$ cat config.mk
export PLATFORM = sky130hd
export DESIGN_NAME = mem_stage
export DESIGN_NICKNAME = d
export VERILOG_FILES = /design/src/rtl/mem_stage_pkg.sv /design/src/rtl/mem_lane_align.sv /design/src/rtl/mem_stage.sv
export SDC_FILE = /design/constraint.sdc
export NUM_CORES = 1
export LEC_CHECK = 0
export ABC_AREA = 0
export ABC_CLOCK_PERIOD_IN_PS = 2700
export BUFFER_PORTS_ARGS = -buffer_cell sky130_fd_sc_hd__buf_2
export CAP_MARGIN = 20
export CORE_AREA = 4 4 147 149
export DETAILED_ROUTE_END_ITERATION = 10
export DIE_AREA = 0 0 151 153
export HOLD_SLACK_MARGIN = 0.06
export PLACE_DENSITY_LB_ADDON = 0.25
export REMOVE_ABC_BUFFERS = 1
export SETUP_SLACK_MARGIN = 0.1
export SLEW_MARGIN = 25
export SYNTH_ARGS = -nofsm -noshare
export SYNTH_HDL_FRONTEND = slang
export SYNTH_SLANG_ARGS = --single-unit
$ cat constraint.sdc
create_clock -name clk -period 2.7 [get_ports clk]
set_input_delay 0.135 -clock clk [delete_from_list [all_inputs] [get_ports clk]]
set_output_delay 0.135 -clock clk [all_outputs]
set_load 0.02 [all_outputs]
$ cat src/rtl/mem_stage_pkg.sv
// Shared types for the MIPS MEM stage: register/HI-LO write bundles, memory op codes,
// FSM state constants and big-endian byte-enable patterns.
package mem_stage_pkg;

   localparam int unsigned DATA_W     = 32;
   localparam int unsigned REG_ADDR_W = 5;

   typedef logic reset_status_t;
   localparam reset_status_t RST_ENABLE = 1'b0;

   typedef struct packed {
      logic                  we;
      logic [REG_ADDR_W-1:0] waddr;
      logic [DATA_W-1:0]     wdata;
   } reg_t;

   typedef struct packed {
      logic              we;
      logic [DATA_W-1:0] hi;
      logic [DATA_W-1:0] lo;
   } hilo_t;

   typedef enum logic [3:0] {
      MEM_NONE = 4'd0,
      MEM_LB   = 4'd1,
      MEM_LBU  = 4'd2,
      MEM_LH   = 4'd3,
      MEM_LHU  = 4'd4,
      MEM_LW   = 4'd5,
      MEM_SB   = 4'd6,
      MEM_SH   = 4'd7,
      MEM_SW   = 4'd8
   } mem_op_t;

   typedef logic [1:0] mem_state_t;
   localparam mem_state_t IDLE = 2'd0;
   localparam mem_state_t WAIT = 2'd1;
   localparam mem_state_t DONE = 2'd2;

   // Lane 0 (MSB) is the lowest byte address: patterns are shifted right by the offset
   localparam logic [3:0] BE_BYTE = 4'b1000;
   localparam logic [3:0] BE_HALF = 4'b1100;
   localparam logic [3:0] BE_WORD = 4'b1111;

   function automatic logic op_is_load(input mem_op_t op);
      return (op inside {MEM_LB, MEM_LBU, MEM_LH, MEM_LHU, MEM_LW});
   endfunction

   function automatic logic op_is_store(input mem_op_t op);
      return (op inside {MEM_SB, MEM_SH, MEM_SW});
   endfunction

endpackage

$ cat src/rtl/mem_lane_align.sv
// Combinational big-endian lane logic: byte enables, store replication, load extract/extend.
// MEM_ALIGN_CHECK_EN enables misalignment detection for halfword/word accesses.
module mem_lane_align
   import mem_stage_pkg::*;
(
   input  mem_op_t     i_op,
   input  logic [1:0]  i_addr_lo,
   input  logic [31:0] i_sdata,
   input  logic [31:0] i_rdata,
   output logic [3:0]  o_be,
   output logic [31:0] o_wdata,
   output logic [31:0] o_ldata,
   output logic        o_is_load,
   output logic        o_is_store,
   output logic        o_misalign
);

   logic [7:0]  w_byte;
   logic [15:0] w_half;

   assign o_is_load  = op_is_load(i_op);
   assign o_is_store = op_is_store(i_op);

   // Lane selection from the read word; halfwords look at addr[1] only
   always_comb begin
      w_byte = i_rdata[31:24];
      case (i_addr_lo)
         2'd0:    w_byte = i_rdata[31:24];
         2'd1:    w_byte = i_rdata[23:16];
         2'd2:    w_byte = i_rdata[15:8];
         default: w_byte = i_rdata[7:0];
      endcase
      w_half = i_addr_lo[1] ? i_rdata[15:0] : i_rdata[31:16];
   end

   always_comb begin
      o_be    = 4'b0000;
      o_wdata = 32'h0;
      o_ldata = 32'h0;
      case (i_op)
         MEM_LB: begin
            o_be    = BE_BYTE >> i_addr_lo;
            o_ldata = {{24{w_byte[7]}}, w_byte};
         end
         MEM_LBU: begin
            o_be    = BE_BYTE >> i_addr_lo;
            o_ldata = {24'h0, w_byte};
         end
         MEM_LH: begin
            o_be    = BE_HALF >> {i_addr_lo[1], 1'b0};
            o_ldata = {{16{w_half[15]}}, w_half};
         end
         MEM_LHU: begin
            o_be    = BE_HALF >> {i_addr_lo[1], 1'b0};
            o_ldata = {16'h0, w_half};
         end
         MEM_LW: begin
            o_be    = BE_WORD;
            o_ldata = i_rdata;
         end
         MEM_SB: begin
            o_be    = BE_BYTE >> i_addr_lo;
            o_wdata = {4{i_sdata[7:0]}};
         end
         MEM_SH: begin
            o_be    = BE_HALF >> {i_addr_lo[1], 1'b0};
            o_wdata = {2{i_sdata[15:0]}};
         end
         MEM_SW: begin
            o_be    = BE_WORD;
            o_wdata = i_sdata;
         end
         default: ;
      endcase
   end

`ifdef MEM_ALIGN_CHECK_EN
   always_comb begin
      o_misalign = 1'b0;
      case (i_op)
         MEM_LH, MEM_LHU, MEM_SH: o_misalign = i_addr_lo[0];
         MEM_LW, MEM_SW:          o_misalign = |i_addr_lo;
         default:                 o_misalign = 1'b0;
      endcase
   end
`else
   assign o_misalign = 1'b0;
`endif

endmodule

$ cat src/rtl/mem_stage.sv
// MIPS MEM stage: passes ALU results through and runs a stalling data-bus handshake for loads/stores.
// MEM_ALIGN_CHECK_EN turns misaligned halfword/word accesses into adel/ades instead of bus cycles.
module mem_stage
   import mem_stage_pkg::*;
#(
   parameter int unsigned ADDR_WIDTH     = 32,
   parameter int unsigned TIMEOUT_CYCLES = 0
)(
   input  logic                  clk,
   input  reset_status_t         rst,
   input  reg_t                  mem_wreg_i,
   input  hilo_t                 mem_hilo_i,
   input  mem_op_t               mem_op_i,
   input  logic [ADDR_WIDTH-1:0] mem_addr_i,
   input  logic [31:0]           mem_sdata_i,
   output reg_t                  mem_wreg_o,
   output hilo_t                 mem_hilo_o,
   output logic                  stall_req_o,
   output logic                  adel_o,
   output logic                  ades_o,
   output logic                  bus_err_o,
   output logic                  dbus_req_o,
   output logic                  dbus_we_o,
   output logic [ADDR_WIDTH-1:0] dbus_addr_o,
   output logic [3:0]            dbus_be_o,
   output logic [31:0]           dbus_wdata_o,
   input  logic                  dbus_ack_i,
   input  logic [31:0]           dbus_rdata_i
);

   localparam int unsigned CNT_W = (TIMEOUT_CYCLES > 0) ? $clog2(TIMEOUT_CYCLES + 1) : 1;

   mem_state_t       r_state;
   mem_state_t       w_state_nxt;
   logic [31:0]      r_rdata;
   logic [CNT_W-1:0] r_cnt;
   logic [CNT_W-1:0] w_cnt_nxt;
   logic             r_err;
   logic             w_err_nxt;
   logic             w_latch;
   logic             w_drive;
   logic             w_timeout;

   logic [3:0]       w_be;
   logic [31:0]      w_st_data;
   logic [31:0]      w_ld_data;
   logic             w_is_load;
   logic             w_is_store;
   logic             w_misalign;

   mem_lane_align u_lane (
      .i_op       (mem_op_i),
      .i_addr_lo  (mem_addr_i[1:0]),
      .i_sdata    (mem_sdata_i),
      .i_rdata    (r_rdata),
      .o_be       (w_be),
      .o_wdata    (w_st_data),
      .o_ldata    (w_ld_data),
      .o_is_load  (w_is_load),
      .o_is_store (w_is_store),
      .o_misalign (w_misalign)
   );

   // Counter holds WAIT cycles already spent; this cycle is the last one allowed
   assign w_timeout = (TIMEOUT_CYCLES != 0) &&
                      (CNT_W'(r_cnt + CNT_W'(1)) == CNT_W'(TIMEOUT_CYCLES));

   always_ff @(posedge clk) begin
      if (rst == RST_ENABLE) begin
         r_state <= IDLE;
         r_rdata <= 32'h0;
         r_cnt   <= '0;
         r_err   <= 1'b0;
      end else begin
         r_state <= w_state_nxt;
         r_cnt   <= w_cnt_nxt;
         r_err   <= w_err_nxt;
         if (w_latch) begin
            r_rdata <= dbus_rdata_i;
         end
      end
   end

   always_comb begin
      w_state_nxt  = r_state;
      w_cnt_nxt    = '0;
      w_err_nxt    = 1'b0;
      w_latch      = 1'b0;
      w_drive      = 1'b0;
      mem_wreg_o   = '0;
      mem_hilo_o   = '0;
      stall_req_o  = 1'b0;
      adel_o       = 1'b0;
      ades_o       = 1'b0;
      bus_err_o    = 1'b0;
      dbus_req_o   = 1'b0;
      dbus_we_o    = 1'b0;
      dbus_addr_o  = '0;
      dbus_be_o    = 4'b0000;
      dbus_wdata_o = 32'h0;

      if (rst != RST_ENABLE) begin
         mem_hilo_o = mem_hilo_i;
         mem_wreg_o = mem_wreg_i;
         case (r_state)
            IDLE: begin
               if (mem_op_i != MEM_NONE) begin
                  mem_wreg_o.we = 1'b0;
                  if (w_misalign) begin
                     adel_o = w_is_load;
                     ades_o = w_is_store;
                  end else begin
                     w_drive = 1'b1;
                     if (dbus_ack_i) begin
                        w_latch     = 1'b1;
                        w_state_nxt = DONE;
                     end else begin
                        w_state_nxt = WAIT;
                     end
                  end
               end
            end
            WAIT: begin
               mem_wreg_o.we = 1'b0;
               w_drive       = 1'b1;
               if (dbus_ack_i) begin
                  w_latch     = 1'b1;
                  w_state_nxt = DONE;
               end else if (w_timeout) begin
                  w_err_nxt   = 1'b1;
                  w_state_nxt = DONE;
               end else begin
                  w_cnt_nxt = CNT_W'(r_cnt + CNT_W'(1));
               end
            end
            DONE: begin
               w_state_nxt = IDLE;
               bus_err_o   = r_err;
               if (r_err || w_is_store) begin
                  mem_wreg_o.we = 1'b0;
               end else if (w_is_load) begin
                  mem_wreg_o.wdata = w_ld_data;
               end
            end
            default: w_state_nxt = IDLE;
         endcase

         // Bus fields follow the EX/MEM inputs, which the stall keeps frozen
         if (w_drive) begin
            stall_req_o  = 1'b1;
            dbus_req_o   = 1'b1;
            dbus_we_o    = w_is_store;
            dbus_addr_o  = {mem_addr_i[ADDR_WIDTH-1:2], 2'b00};
            dbus_be_o    = w_be;
            dbus_wdata_o = w_st_data;
         end
      end
   end

endmodule

==> results.cfg <==
[synth]
yosysUniqueCellTypes = 40
syn-instance-count = 525
synth_top_area_share_pct = 20.10
synth_area_mm2 = 0.003455
seq_area_frac_synth_pct = 19.70
synth_edf_count = 0
yosysTopAreaCell = and2_1
ys.flop_type = dfxtp_1
synth_most_common_cell = and2_1
ys_seq_elements = 34
async_reset_ff_share_pct = 0
ys_top_cells_by_count = and2_1 (111), nand2_1 (98), o21ai_0 (70)
synthTopCellsByArea = and2_1 (20%), dfxtp_1 (20%), nand2_1 (11%), o21ai_0 (10%), a21oi_1 (4.5%)
yosys_warnings = 0
postSynthAreaPerCell_um2 = 6.580

[min_path]
min_from = dbus_rdata_i[21]
worstHoldEndpoint = r_rdata[21]
worstHoldPathType = in -> reg
min_path_cells = 3

[pwr]
power.total_uw = 2001
peakVddDrop_mv = 0.2486
powerDensity_mw_per_mm2 = 340.4
p_leak_uw = 0.003051

[setup_path]
regToRegSetupSlack_ps = 1000
r2r-end = r_rdata[14]
crit_slowest_cell = mux4_2
crit_fanout = 8
r2r-start = r_state[0]
cp-end-kind = output pin
crit_chain = mux4_2 > nand4b_1 > nand2_1 > a221oi_1 > nor2_1 > buf_2
cp_slowest_stage_delay_ps = 520
critPathKind = reg -> out
required_ps = 2570
ff2ff_path_depth = 7
start_kind = flop
arrival_ps = 2260

[sta]
relSlewSlack_pct = 45.90
finalHoldViolations = 0
min_period_over_period_pct = 88.70
rsz0062_at_grt = no
hold_ws_ps = 61.39
timing.final.crit_period_ps = 2395
tightest_slew_ps = 811.5
fmax_mhz = 417.5
final_max_slew_viol_count = 0
fin_skew_ps = 6.881
setup_viol = 0
finalWorstSetupSlack_ps = 305.0

[floorplan]
initial_core_util_pct = 17.13
ios = 383
die_x_um = 151
die-height_um = 153
rows = 52
die_area_mm2 = 0.02310
coreArea_mm2 = 0.02017

[placement]
place_hpwl_um = 15160
gp_congestion = 0.7724
io_buffer_count = 377
place_ws_ps = 318.0

[clocking]
numCtsBuffers = 5
cts_tree = done
path_clk_slew_ps = 60
root_buffer = clkbuf_16
clock_latency_ps = 280
cts.sinks = 34
htree_levels = 2
clockBufferDepth = 2

[run]
drv_cap = 0

[detailed_routing]
drt_iter0_markers = 228
antenna_left = 0
drc_errors = 0
vias = 4881
post_drt_wl_per_cell_um = 16.01
wl_um = 18510
viasPerCell = 4.222
dr.pass1.iters = 5

[grt]
grt_util_all_layers_pct = 14.77
antenna_found_initial = 3
grt_pass1_wl_um = 27180
grt_overflow_total = 0
grt_pass1_vias = 4723
grt_start_max_net_pins = 100

[cells_and_area]
drive_above_1_share_pct = 47.23
area_delta_synth_final_pct = 70.19
nets = 1090
n_fill_cell = 2254

[run_status]
outcome = finished clean
## cells by family (layout without fill, tap and decap cells)
kind of cell             Yosys count  count (layout)  share of synthesized area, %
AO/OA/AOI/OAI                    147             147                         26.44
XOR/XNOR                           1               1                        0.2536
adder cells (fa/ha/maj)            2               2                        0.5795
buffers and inverters             61             417                         8.439
flip-flops                        34              34                         19.70
multiplexers                      11              11                         5.215
other                              1               6                        0.1086
AND/OR/NAND/NOR                  268             268                         39.26
## timing repair
action	4_1_cts	5_1_grt
hold buffers	10	0
hold endpoints to repair	10	0
endpoints found under the setup margin	0	10
setup buffers	0	1
gates resized for setup	0	0
## per-layer routing
metal,vias to the layer above,track usage (%),routed length [um]
met5,-,0,34
met4,4,1.813,100
met3,12,3.198,1391
met2,202,25.54,8932
met1,2149,19.32,8050
li1,2514,-,-
## cells in the final DEF, fill, tap and decap left out, drive strengths merged, types with 2 or more instances in the layout
master	count
o21ai	71
nor3	5
mux2i	3
buf	395
inv	4
and2	111
maj3	2
dfxtp	34
mux2	4
clkbuf	8
a21oi	32
and3b	2
nor2	40
dlygate4sd3	10
o21a	2
nor2b	4
a221oi	12
a22oi	16
mux4	4
conb	5
nand2	98
a222oi	11
## state kept, by name, indices dropped and copies added, names as in the netlist
register  count
r_rdata      32
r_state       2
## where the power goes
group	total [uW]	internal (uW)	switching, uW	leakage (uW)
clock network	632	418	215	0.0000832
logic	796	334	462	0.00269
registers	573	540	32.9	0.000280
total	2000	1290	709	0.00305
## stage by stage
stage          TNS, ps  instance area [um2]  instances  util, %
6_report             0                 5879       1156    29.15
3_5_place_dp         0                 5590       1136    27.72
3_3_place_gp         0                 5590       1136    27.72
2_1_floorplan   -13290                 3193        472        -
5_1_grt              0                 5879       1156    29.15
4_1_cts              0                 5857       1154    29.04
## how the worst max path moves through the flow
stage                     endpoint  cells after the start         from
floorplan           mem_wreg_o[10]                      5   r_state[1]
global placement    mem_wreg_o[17]                      6  mem_op_i[1]
global route        mem_wreg_o[10]                      6  r_rdata[15]
finish              mem_wreg_o[10]                      6  r_rdata[15]
detailed placement  mem_wreg_o[23]                      6  mem_op_i[1]
CTS                 mem_wreg_o[23]                      5   r_state[1]
## final cells by class
cell class                      instances  area [um2]  share of cell area (%)
Antenna cell                            1       2.502                 0.04256
Clock buffer                            8       166.4                   2.830
Inverter                                4       15.01                  0.2554
Multi-Input combinational cell        434        2527                   42.99
Sequential cell                        34       680.7                   11.58
Tap cell                              270       337.8                   5.746
Timing Repair Buffer                  405        2150                   36.56
## critical path, delay by kind of cell, from the launching register on
family | cells | cell delay (ps)
multiplexers | 1 | 520
buffers and inverters | 1 | 170
AND/OR/NAND/NOR | 3 | 530
AO/OA/AOI/OAI | 1 | 410
flip-flops | 1 | 350
No activity file was read; power rests on OpenSTA's default activity.
